==> src/rtl/picomips_pkg.sv <==
// Shared definitions for the picoMips fetch/decode sequencer: instruction
// layout, opcode and sequencer state encodings.
package picomips_pkg;

  localparam int IW     = 16;
  localparam int OP_HI  = 15;
  localparam int OP_LO  = 12;
  localparam int RA_HI  = 11;
  localparam int RA_LO  = 8;
  localparam int IMM_HI = 7;
  localparam int IMM_LO = 0;

  typedef enum logic [3:0] {
    OP_NOP    = 4'd0,
    OP_LDI    = 4'd1,
    OP_LDR    = 4'd2,
    OP_ADDI   = 4'd3,
    OP_ADDR   = 4'd4,
    OP_MULI   = 4'd5,
    OP_STR    = 4'd6,
    OP_JMP    = 4'd7,
    OP_BZ     = 4'd8,
    OP_WAITSW = 4'd9,
    OP_HALT   = 4'd15
  } opcode_t;

  typedef enum logic [1:0] {
    S_FETCH = 2'd0,
    S_EXEC  = 2'd1,
    S_HALT  = 2'd2
  } state_t;

endpackage

==> src/rtl/picomips_decode.sv <==
// Combinational instruction decode: turns the latched IR into ALU strobes,
// register-file write, PC-load and EXEC-completion signals.
module picomips_decode
  import picomips_pkg::*;
(
  input  logic [IW-1:0] ir_i,
  input  logic          exec_i,
  input  logic [7:0]    acc_i,
  input  logic          sw_valid_i,
  output logic          sel_sw_o,
  output logic          sel_imm_o,
  output logic          sel_reg_o,
  output logic          use_mul_o,
  output logic          use_acc_o,
  output logic          we_o,
  output logic          reg_we_o,
  output logic          jump_o,
  output logic          done_o,
  output logic          halt_o
);

  opcode_t op;
  assign op = opcode_t'(ir_i[OP_HI:OP_LO]);

  always_comb begin
    sel_sw_o  = 1'b0;
    sel_imm_o = 1'b0;
    sel_reg_o = 1'b0;
    use_mul_o = 1'b0;
    use_acc_o = 1'b0;
    we_o      = 1'b0;
    reg_we_o  = 1'b0;
    jump_o    = 1'b0;
    done_o    = 1'b1;
    halt_o    = 1'b0;
    if (exec_i) begin
      case (op)
        OP_LDI:  begin sel_imm_o = 1'b1; we_o = 1'b1; end
        OP_LDR:  begin sel_reg_o = 1'b1; we_o = 1'b1; end
        OP_ADDI: begin sel_imm_o = 1'b1; use_acc_o = 1'b1; we_o = 1'b1; end
        OP_ADDR: begin sel_reg_o = 1'b1; use_acc_o = 1'b1; we_o = 1'b1; end
        OP_MULI: begin use_mul_o = 1'b1; use_acc_o = 1'b1; we_o = 1'b1; end
        OP_STR:  reg_we_o = 1'b1;
        OP_JMP:  jump_o = 1'b1;
        OP_BZ:   jump_o = (acc_i == 8'd0);
        // Parks in EXEC until the switch is valid, loading it that same cycle
        OP_WAITSW: begin
          done_o   = sw_valid_i;
          sel_sw_o = sw_valid_i;
          we_o     = sw_valid_i;
        end
        OP_HALT: halt_o = 1'b1;
        default: ;
      endcase
    end
  end

endmodule

==> src/rtl/picomips_ctrl.sv <==
// picoMips fetch/decode sequencer: FETCH/EXEC/HALT FSM, PC and IR.
// Define PICOMIPS_RELBRANCH_EN for PC-relative JMP/BZ targets (default absolute).
module picomips_ctrl
  import picomips_pkg::*;
#(
  parameter int PCW = 8,
  parameter int RAW = 4
) (
  input  logic           Clock,
  input  logic           nReset,
  output logic [PCW-1:0] IAddr,
  output logic           IReq,
  input  logic           IAck,
  input  logic [IW-1:0]  IData,
  input  logic [7:0]     Acc,
  input  logic           SwValid,
  output logic [7:0]     Imm,
  output logic           WE,
  output logic           SelSW,
  output logic           SelImm,
  output logic           SelRegData,
  output logic           UseMul,
  output logic           UseACC,
  output logic [RAW-1:0] RegAddr,
  output logic           RegWE,
  output logic           Halted
);

  state_t         state_q, state_d;
  logic [PCW-1:0] pc_q, pc_d, target;
  logic [IW-1:0]  ir_q, ir_d;
  logic           jump, done, halt;

`ifdef PICOMIPS_RELBRANCH_EN
  // pc_q already points past the branch, so the offset is from the next instruction
  logic signed [7:0] imm_s;
  assign imm_s  = signed'(ir_q[IMM_HI:IMM_LO]);
  assign target = pc_q + PCW'(imm_s);
`else
  assign target = PCW'(ir_q[IMM_HI:IMM_LO]);
`endif

  picomips_decode u_decode (
    .ir_i       (ir_q),
    .exec_i     (state_q == S_EXEC),
    .acc_i      (Acc),
    .sw_valid_i (SwValid),
    .sel_sw_o   (SelSW),
    .sel_imm_o  (SelImm),
    .sel_reg_o  (SelRegData),
    .use_mul_o  (UseMul),
    .use_acc_o  (UseACC),
    .we_o       (WE),
    .reg_we_o   (RegWE),
    .jump_o     (jump),
    .done_o     (done),
    .halt_o     (halt)
  );

  always_ff @(posedge Clock or negedge nReset) begin
    if (!nReset) begin
      state_q <= S_FETCH;
      pc_q    <= '0;
      ir_q    <= '0;
    end else begin
      state_q <= state_d;
      pc_q    <= pc_d;
      ir_q    <= ir_d;
    end
  end

  always_comb begin
    state_d = state_q;
    pc_d    = pc_q;
    ir_d    = ir_q;
    case (state_q)
      S_FETCH: begin
        if (IAck) begin
          ir_d    = IData;
          pc_d    = pc_q + PCW'(1);
          state_d = S_EXEC;
        end
      end
      S_EXEC: begin
        if (jump) pc_d = target;
        if (halt)      state_d = S_HALT;
        else if (done) state_d = S_FETCH;
      end
      S_HALT:  state_d = S_HALT;
      default: state_d = S_FETCH;
    endcase
  end

  // Gating with nReset drops the request the instant reset asserts
  assign IReq    = (state_q == S_FETCH) && nReset;
  assign IAddr   = pc_q;
  assign Halted  = (state_q == S_HALT);
  assign Imm     = ir_q[IMM_HI:IMM_LO];
  assign RegAddr = RAW'(ir_q[RA_HI:RA_LO]);

endmodule
==> config.mk <==
export PLATFORM = sky130hd
export DESIGN_NAME = picomips_ctrl
export DESIGN_NICKNAME = d
export VERILOG_FILES = /design/src/rtl/picomips_pkg.sv /design/src/rtl/picomips_decode.sv /design/src/rtl/picomips_ctrl.sv
export SDC_FILE = /design/constraint.sdc
export NUM_CORES = 1
export LEC_CHECK = 0
export ABC_AREA = 1
export CORE_MARGIN = 4
export CORE_UTILIZATION = 30
export CTS_CLUSTER_SIZE = 24
export DETAILED_ROUTE_END_ITERATION = 12
export SLEW_MARGIN = 40
export SYNTH_ARGS = -nofsm -noshare
export SYNTH_HDL_FRONTEND = slang
export SYNTH_SLANG_ARGS = --single-unit
export TNS_END_PERCENT = 50
==> constraint.sdc <==
create_clock -name Clock -period 1.1 [get_ports Clock]
set_input_delay 0.33 -clock Clock [delete_from_list [all_inputs] [get_ports Clock]]
set_output_delay 0.33 -clock Clock [all_outputs]
set_load 0.05 [all_outputs]
=== Yosys cells after proc, flatten, opt, wreduce, memory -nomap -nowiden ===
Cells that the tools add are included.

* Add/sub/neg operators: 1
* Equal/unequal tests: 15
* Multiplexer cells: 27
* Reduce and logical (&&, ||, !) cells: 11

{| class="wikitable"
|+ Operators by type and width
! kind !! number
|-
| $mux W1 || 18
|-
| $eq A4 B3 Y1 const B || 4
|-
| $mux W8 || 2
|-
| $pmux W8 S2 || 1
|-
| $eq A4 B4 Y1 const B || 3
|-
| $add A8 B1 Y8 const B || 1
|-
| $eq A4 B2 Y1 const B || 2
|-
| $logic_not A8 Y1 || 1
|-
| $mux W2 || 3
|-
| $pmux W2 S3 || 1
|-
| $reduce_or A5 Y1 || 1
|-
| $eq A4 B1 Y1 const B || 1
|-
| $ne A2 B2 Y1 const B || 2
|-
| $pmux W1 S2 || 2
|-
| $reduce_and A2 Y1 || 2
|-
| $reduce_or A2 Y1 || 2
|-
| $ne A3 B3 Y1 const B || 1
|-
| $reduce_and A3 Y1 || 1
|-
| $reduce_or A3 Y1 || 1
|-
| $eq A2 B1 Y1 const B || 1
|-
| $eq A2 B2 Y1 const B || 1
|-
| $logic_not A2 Y1 || 1
|-
| $reduce_bool A2 Y1 || 1
|-
| $logic_and A1 B1 Y1 || 1
|}

* Flip-flop bits (word level): 26
* Input port bits: 28
* Output and inout port bits: 29
* Word-level logic and storage cells: 57

=== Longest topological paths before layout ===
Gate-level depths: netlist of run 1.

* Depth after elaboration: 6
* Mapped depth: 9
* Gate-level depth less buffers: 9

=== Modules after synthesis ===
Synthesis of run 1 repeated with hierarchy kept, for this count alone.

* Cell total of the unflattened synthesis: 219
* Area, all modules: 1550.2 sq um

{| class="wikitable"
|+ Modules (own cells, without submodules)
! module !! times used !! cells an instance !! area each (sq um) !! sequential area each (sq um)
|-
| picomips_ctrl || 1 || 173 || 1333.8 || 650.6
|-
| picomips_decode || 1 || 46 || 216.5 || 0.0
|}

=== Least setup slack after synthesis of run 1 ===
OpenSTA, ideal clock, no wires.

* Kind: register -> output
* Start: register state_q[1]
* End: output port RegWE
* Arrival time: 2.223 ns
* Setup slack: -1.453 ns
* Stages on the path, launching flop included: 5
* Buffers on the path: 1
* Cell sequence: dfrtp_1 -> inv_1 -> nand2_2 -> buf_2 -> nor4_1

* Longest elaborated chain between the ends: 2

{| class="wikitable"
|+ Ends and longest elaborated chain
! element !! RTL line !! source
|-
| start, declared || picomips_ctrl.sv:29 || <nowiki>state_t state_q, state_d;</nowiki>
|-
| start signal, assigned || picomips_ctrl.sv:66 || <nowiki>state_q <= state_d;</nowiki>
|-
| $eq A2 B1 Y1 || picomips_ctrl.sv:45 || <nowiki>.exec_i (state_q == S_EXEC),</nowiki>
|-
| $mux W1 || picomips_decode.sv:36 || <nowiki>if (exec_i) begin</nowiki>
|-
| end, declared || picomips_ctrl.sv:25 || <nowiki>output logic RegWE,</nowiki>
|}

No other way between the ends.

=== Worst setup path after layout of run 1 ===
* Start: register ir_q[15]
* End: output port WE

* Longest elaborated chain between the ends: 4

{| class="wikitable"
|+ Ends and longest elaborated chain
! element !! RTL line !! source
|-
| start, declared || picomips_ctrl.sv:31 || <nowiki>logic [IW-1:0] ir_q, ir_d;</nowiki>
|-
| start signal, assigned || picomips_ctrl.sv:68 || <nowiki>ir_q <= ir_d;</nowiki>
|-
| $eq A4 B1 Y1, or another cell as far along || picomips_decode.sv:37 || <nowiki>case (op)</nowiki>
|-
| $reduce_or A5 Y1 (no line) || n/a ||
|-
| $pmux W1 S2 (*) || picomips_decode.sv:37 ||
|-
| $mux W1 (*) || picomips_decode.sv:36 ||
|-
| end, declared || picomips_ctrl.sv:18 || <nowiki>output logic WE,</nowiki>
|}

Every way passes the cells marked *; elsewhere a longest branch is shown, timed or not.

==> flow_summary.yaml, run 1 <==
route:
  wl_per_cell_um: 12.2
  drc_errors: 0
  vias_per_cell: 4.46
  routed_wl_um: 4190
  drt_pass1_iterations: 5
  drtIter0Drc: 46
  drtAntennaViolNets: 0
  vias: 1535
worst_setup_path:
  worstSetupPathType: "reg2out"
  critPathLaunchType: "flop"
  worstPathMaxFanout: 5
  end_kind: "output port"
  cp.required_ns: 0.77
  startpoint: "ir_q[15]"
  rrSetupSlack_ns: -0.44
  timing.rr.start: "ir_q[15]"
  reg2reg_to: "IAddr[2]"
  reg2regPathDepth: 9
  critical_path_arrival_ns: 1.41
floorplan:
  core_um2: 4850
  die_x_um: 79.5
  dieArea_um2: 6310
  dieHeight_um: 79.5
  ios: 57
  placementRows: 25
  start_util_pct: 31.6
synthesis:
  seq_area_frac_synth_pct: 42.5
  synth_top_area_share_pct: 42.5
  synthFlopType: "dfrtp_1"
  yosys.area.top_type: "dfrtp_1"
  async_flop_share_pct: 100
  ys_types: 26
  yosys.cell_count.top_type: "nand2_1"
  postSynthAreaPerCell_um2: 7.89
  ys_top_cells_by_count: "nand2_1, dfrtp_1, nor2_1"
  synth_area_um2: 1530
  synth_area_leaders: "dfrtp_1, nand2_1, buf_4"
  syn_inst: 194
  synth_seq_cells: 26
  synth_edf_count: 0
  ys_warn_count: 0
  synthesis.nets: 223
power:
  powerDensity_nw_per_um2: 3220
  finalPower_mw: 9.66
  leakagePower_nw: 1.35
  ir_drop_mv: 1.64
finish:
  layout.nets: 307
  drive_above_1_share_pct: 48.7
  area_growth_syn_to_layout_pct: 96.0
  n_antenna_cell: 0
  post-route-util_pct: 61.9
  instances_no_fill: 344
  stdcell_area_um2: 3000
sta:
  tightest_slew_ns: 0.340
  drv_slew: 0
  setup_ws_ns: -0.635
  fin_crit_sh_pct: 158
  rsz0062_at_grt: "yes"
  fmax_mhz: 576
  finalClockSkew_ns: 0.00508
  hold_viol_final: 0
  relSlewSlack_pct: 77.3
  min_period_ns: 1.74
  setup_viol: 55
  setup_tns_ns: -14.59
  whs_ns: 0.233
clock_tree:
  ctsHoldBuffers: 0
  clock_latency_ns: 0.28
  cts.sinks: 26
  clock_path_buffers: 2
  h-tree-depth: 1
  cts_buffers: 3
  clk_pin_slew_ns: 0.10
  cts_root_buf: "clkbuf_8"
  cts_tree: "built"
placed_design:
  place_hpwl_um: 3210
  place_ws_ns: -0.548
  gp_congestion: 0.798
  dpl-instance-area_um2: 2770
  placedCellCount: 329
  io_buffers: 56
grt:
  antenna_found_initial: 0
  grt_pass1_wl_um: 6720
  grt_pass1_vias: 1425
  grt-ovfl-total: 0
  grt_max_degree: 27
  gr-usage-all-layers_pct: 13.5
status:
  run_status: "complete, but fails checks"
  violations: "setup timing"
hold_path:
  hold_path_class: "in2async"
run:
  maxCapViolations: 0
==> flip-flops by register name, indices dropped and copies added (netlist names) <==
signal   cells
IAddr        8
ir_q        16
state_q      2
==> final cells by class <==
type                            count  area [µm²]
Sequential cell                    26         666
Tap cell                           67        83.8
Clock inverter                      1        30.0
Fill cell                         402        1850
Timing Repair Buffer               95        1210
Inverter                           17        68.8
Clock buffer                        3        41.3
Multi-Input combinational cell    135         898
==> kinds of logic (layout without fill, tap and decap cells) <==
family	count (synthesis)	count (layout)	share of synthesized area [%]
compound gates	22	22	8.66
fa+ha+maj	1	1	0.817
buf+inv	33	116	11.8
flops	26	26	42.5
mux	9	9	7.84
simple gates	103	103	28.4
==> report_power, final <==
part,switching (mW),internal (mW)
sequential,0.599,1.45
combinational,3.44,3.36
clock,0.321,0.487
total,4.36,5.30
==> worst max-delay path by stage <==
stage                 end  slack, ns
floorplan           RegWE      -0.47
global placement       WE      -0.53
detailed placement     WE      -0.55
CTS                    WE      -0.64
global route           WE      -0.71
finish                 WE      -0.64
==> metal layers <==
metal / GRT usage [%] / wire [µm]
met2: 22.5 / 2150
met1: 17.3 / 1760
met5: 0 / 0
met4: 3.61 / 30
met3: 3.39 / 249
==> worst max-delay path, cell delays in order, from the launching register on <==
cell	delay, ns
dfrtp_2	0.46
inv_2	0.10
nand2_4	0.07
inv_4	0.07
nand2_4	0.07
a31oi_4	0.19
buf_12	0.16
==> cells in the final DEF (no fill, tap or decap), types with 4 or more instances in the layout <==
cell / Yosys / routed
clkdlybuf4s50_1: 0 / 26
mux2_4: 5 / 5
buf_4: 12 / 27
inv_2: 2 / 7
dfrtp_1: 26 / 14
inv_1: 15 / 8
nand3_1: 11 / 8
nor2_4: 0 / 5
a21oi_1: 9 / 7
nor2_2: 4 / 6
nor2_1: 20 / 13
buf_12: 0 / 32
nand2_2: 5 / 5
mux2_2: 4 / 4
buf_6: 1 / 9
nand2_1: 58 / 53
dfrtp_2: 0 / 12
nand2_4: 0 / 5
==> what timing repair did <==
item	CTS	global route
resized for setup	16	6
pin swaps	11	5
endpoints found under the setup margin	55	55
endpoints found under the hold margin	0	0
setup buffers	11	1
Note: power is estimated with default switching activity, not from simulation.
==> run 2: changes to the inputs <==
--- a/config.mk
+++ b/config.mk
@@ -10,6 +10,7 @@
 export CORE_UTILIZATION = 30
 export CTS_CLUSTER_SIZE = 24
 export DETAILED_ROUTE_END_ITERATION = 12
+export DONT_BUFFER_PORTS = 1
 export SLEW_MARGIN = 40
 export SYNTH_ARGS = -nofsm -noshare
 export SYNTH_HDL_FRONTEND = slang
==> run 2 against run 1 <==
The run still ends with setup timing left; utilization down 5.1 points; critical path depth down 3; power down 2.9%; largest power group unchanged; sequential power up 3%; hold slack worse by 0.090 ns; combinational power down 2%; design area down 8.3%; count of clock-buffer cells in the layout up 1.
==> flow_summary.yaml, run 2 (synthesized netlist as in run 1, its figures left out) <==
sta:
  tightest_slew_ns: 0.304
  drv_slew: 0
  relSlewSlack_pct: 79.6
  setup_viol: 55
  finalClockSkew_ns: 0.00866
  fmax_mhz: 576
  setup_ws_ns: -0.635
  min_period_ns: 1.74
  setup_tns_ns: -15.21
  rsz0062_at_grt: "yes"
  hold_viol_final: 0
  fin_crit_sh_pct: 158
  whs_ns: 0.142
finish:
  fill_cells: 381
  final_cell_mix: "nand2_1, buf_4, buf_12"
  layout_commonest_cell: "nand2_1"
  drive_above_1_share_pct: 60.0
  layout.nets: 280
  post-route-util_pct: 56.8
  n_antenna_cell: 0
  multi_input_area_um2: 961
  largest_reg_flops: 16
  regArea_um2: 668
  largest_register: "ir_q"
  area_growth_syn_to_layout_pct: 79.7
worst_setup_path:
  critPathLaunchType: "flop"
  crit_path_max_incr_delay_ns: 0.47
  crit_slowest_cell: "dfrtp_2"
  worstPathCellList: "buf_6 > nor4_4 > buf_12"
  cp_num_buf_inv: 2
  cp.required_ns: 0.77
  end_kind: "output port"
  critical_path_arrival_ns: 1.41
  worstPathMaxFanout: 5
  worstSetupPathType: "reg2out"
  cp_top_family: "flip-flops"
clock_tree:
  clock_latency_ns: 0.27
  cts_tree: "built"
  clock_path_buffers: 2
  h-tree-depth: 1
  cts_root_buf: "clkbuf_8"
  cts.sinks: 26
  cts_buffers: 3
  clk_pin_slew_ns: 0.09
placed_design:
  place_hpwl_um: 3060
  place_ws_ns: -0.350
  io_buffers: 0
  gp_congestion: 0.803
power:
  powerDensity_nw_per_um2: 3410
  ir_drop_mv: 1.75
  leakagePower_nw: 1.24
route:
  vias: 1433
  routed_wl_um: 4470
  wl_per_cell_um: 14.1
  drtIter0Drc: 60
  drc_errors: 0
  drt_pass1_iterations: 6
  drtAntennaViolNets: 0
  vias_per_cell: 4.52
grt:
  antenna_found_initial: 0
  gr-usage-all-layers_pct: 14.9
  grt_pass1_vias: 1471
  grt_max_degree: 27
  grt_pass1_wl_um: 7260
  grt-ovfl-total: 0
floorplan:
  start_util_pct: 31.6
  core_um2: 4850
  die_x_um: 79.5
  dieArea_um2: 6310
  placementRows: 25
  ios: 57
  dieHeight_um: 79.5
hold_path:
  hold_path_class: "in2reg"
status:
  violations: "setup timing"
  run_status: "complete, but fails checks"
run:
  maxCapViolations: 0
-- run 2: per-layer routing --
metal | track usage (%) | up-vias | routed length, µm
met4 | 3.09 | 0 | 30
met1 | 18.1 | 677 | 1840
met5 | 0 | - | 0
li1 | - | 724 | -
met3 | 3.72 | 2 | 218
met2 | 26.5 | 30 | 2380
-- run 2: timing repair --
item	4_1_cts	5_1_grt
hold endpoints to repair	26	0
hold buffers	2	0
pin swaps	19	6
buffers inserted	11	3
gates cloned	3	0
endpoints found under the setup margin	55	55
gates resized for setup	43	13
-- run 2: per-stage QoR --
step	instances	total power, mW	area, µm²
after floorplan	194	5.62	1720
after global placement	296	7.52	2310
after detailed placement	296	7.62	2310
after CTS	314	9.18	2690
after global routing	317	9.91	2750
final	317	9.38	2750
-- run 2: final cells by class --
type	count	share of cell area (%)
timing repair buffer	68	33.4
tap	67	3.05
multi-input combinational	135	34.9
clock buffer	4	2.00
inverter	17	2.41
sequential	26	24.3
-- run 2: final timing paths --
check	start	to	slack (ns)	depth (start not counted)
min	SwValid	state_q[0]	0.14	1
max in group asynchronous	nReset	ir_q[14]	0.45	2
max reg2reg	ir_q[15]	IAddr[0]	-0.38	9
min reg2reg	IAddr[7]	IAddr[7]	0.57	2
min in group asynchronous	nReset	IAddr[6]	0.47	2
max	ir_q[14]	SelImm	-0.64	3
-- run 2: report_power, final --
group	total (mW)	switching [mW]	internal, mW
sequential	2.12	0.657	1.46
combinational	6.64	3.51	3.14
clock	0.621	0.301	0.320
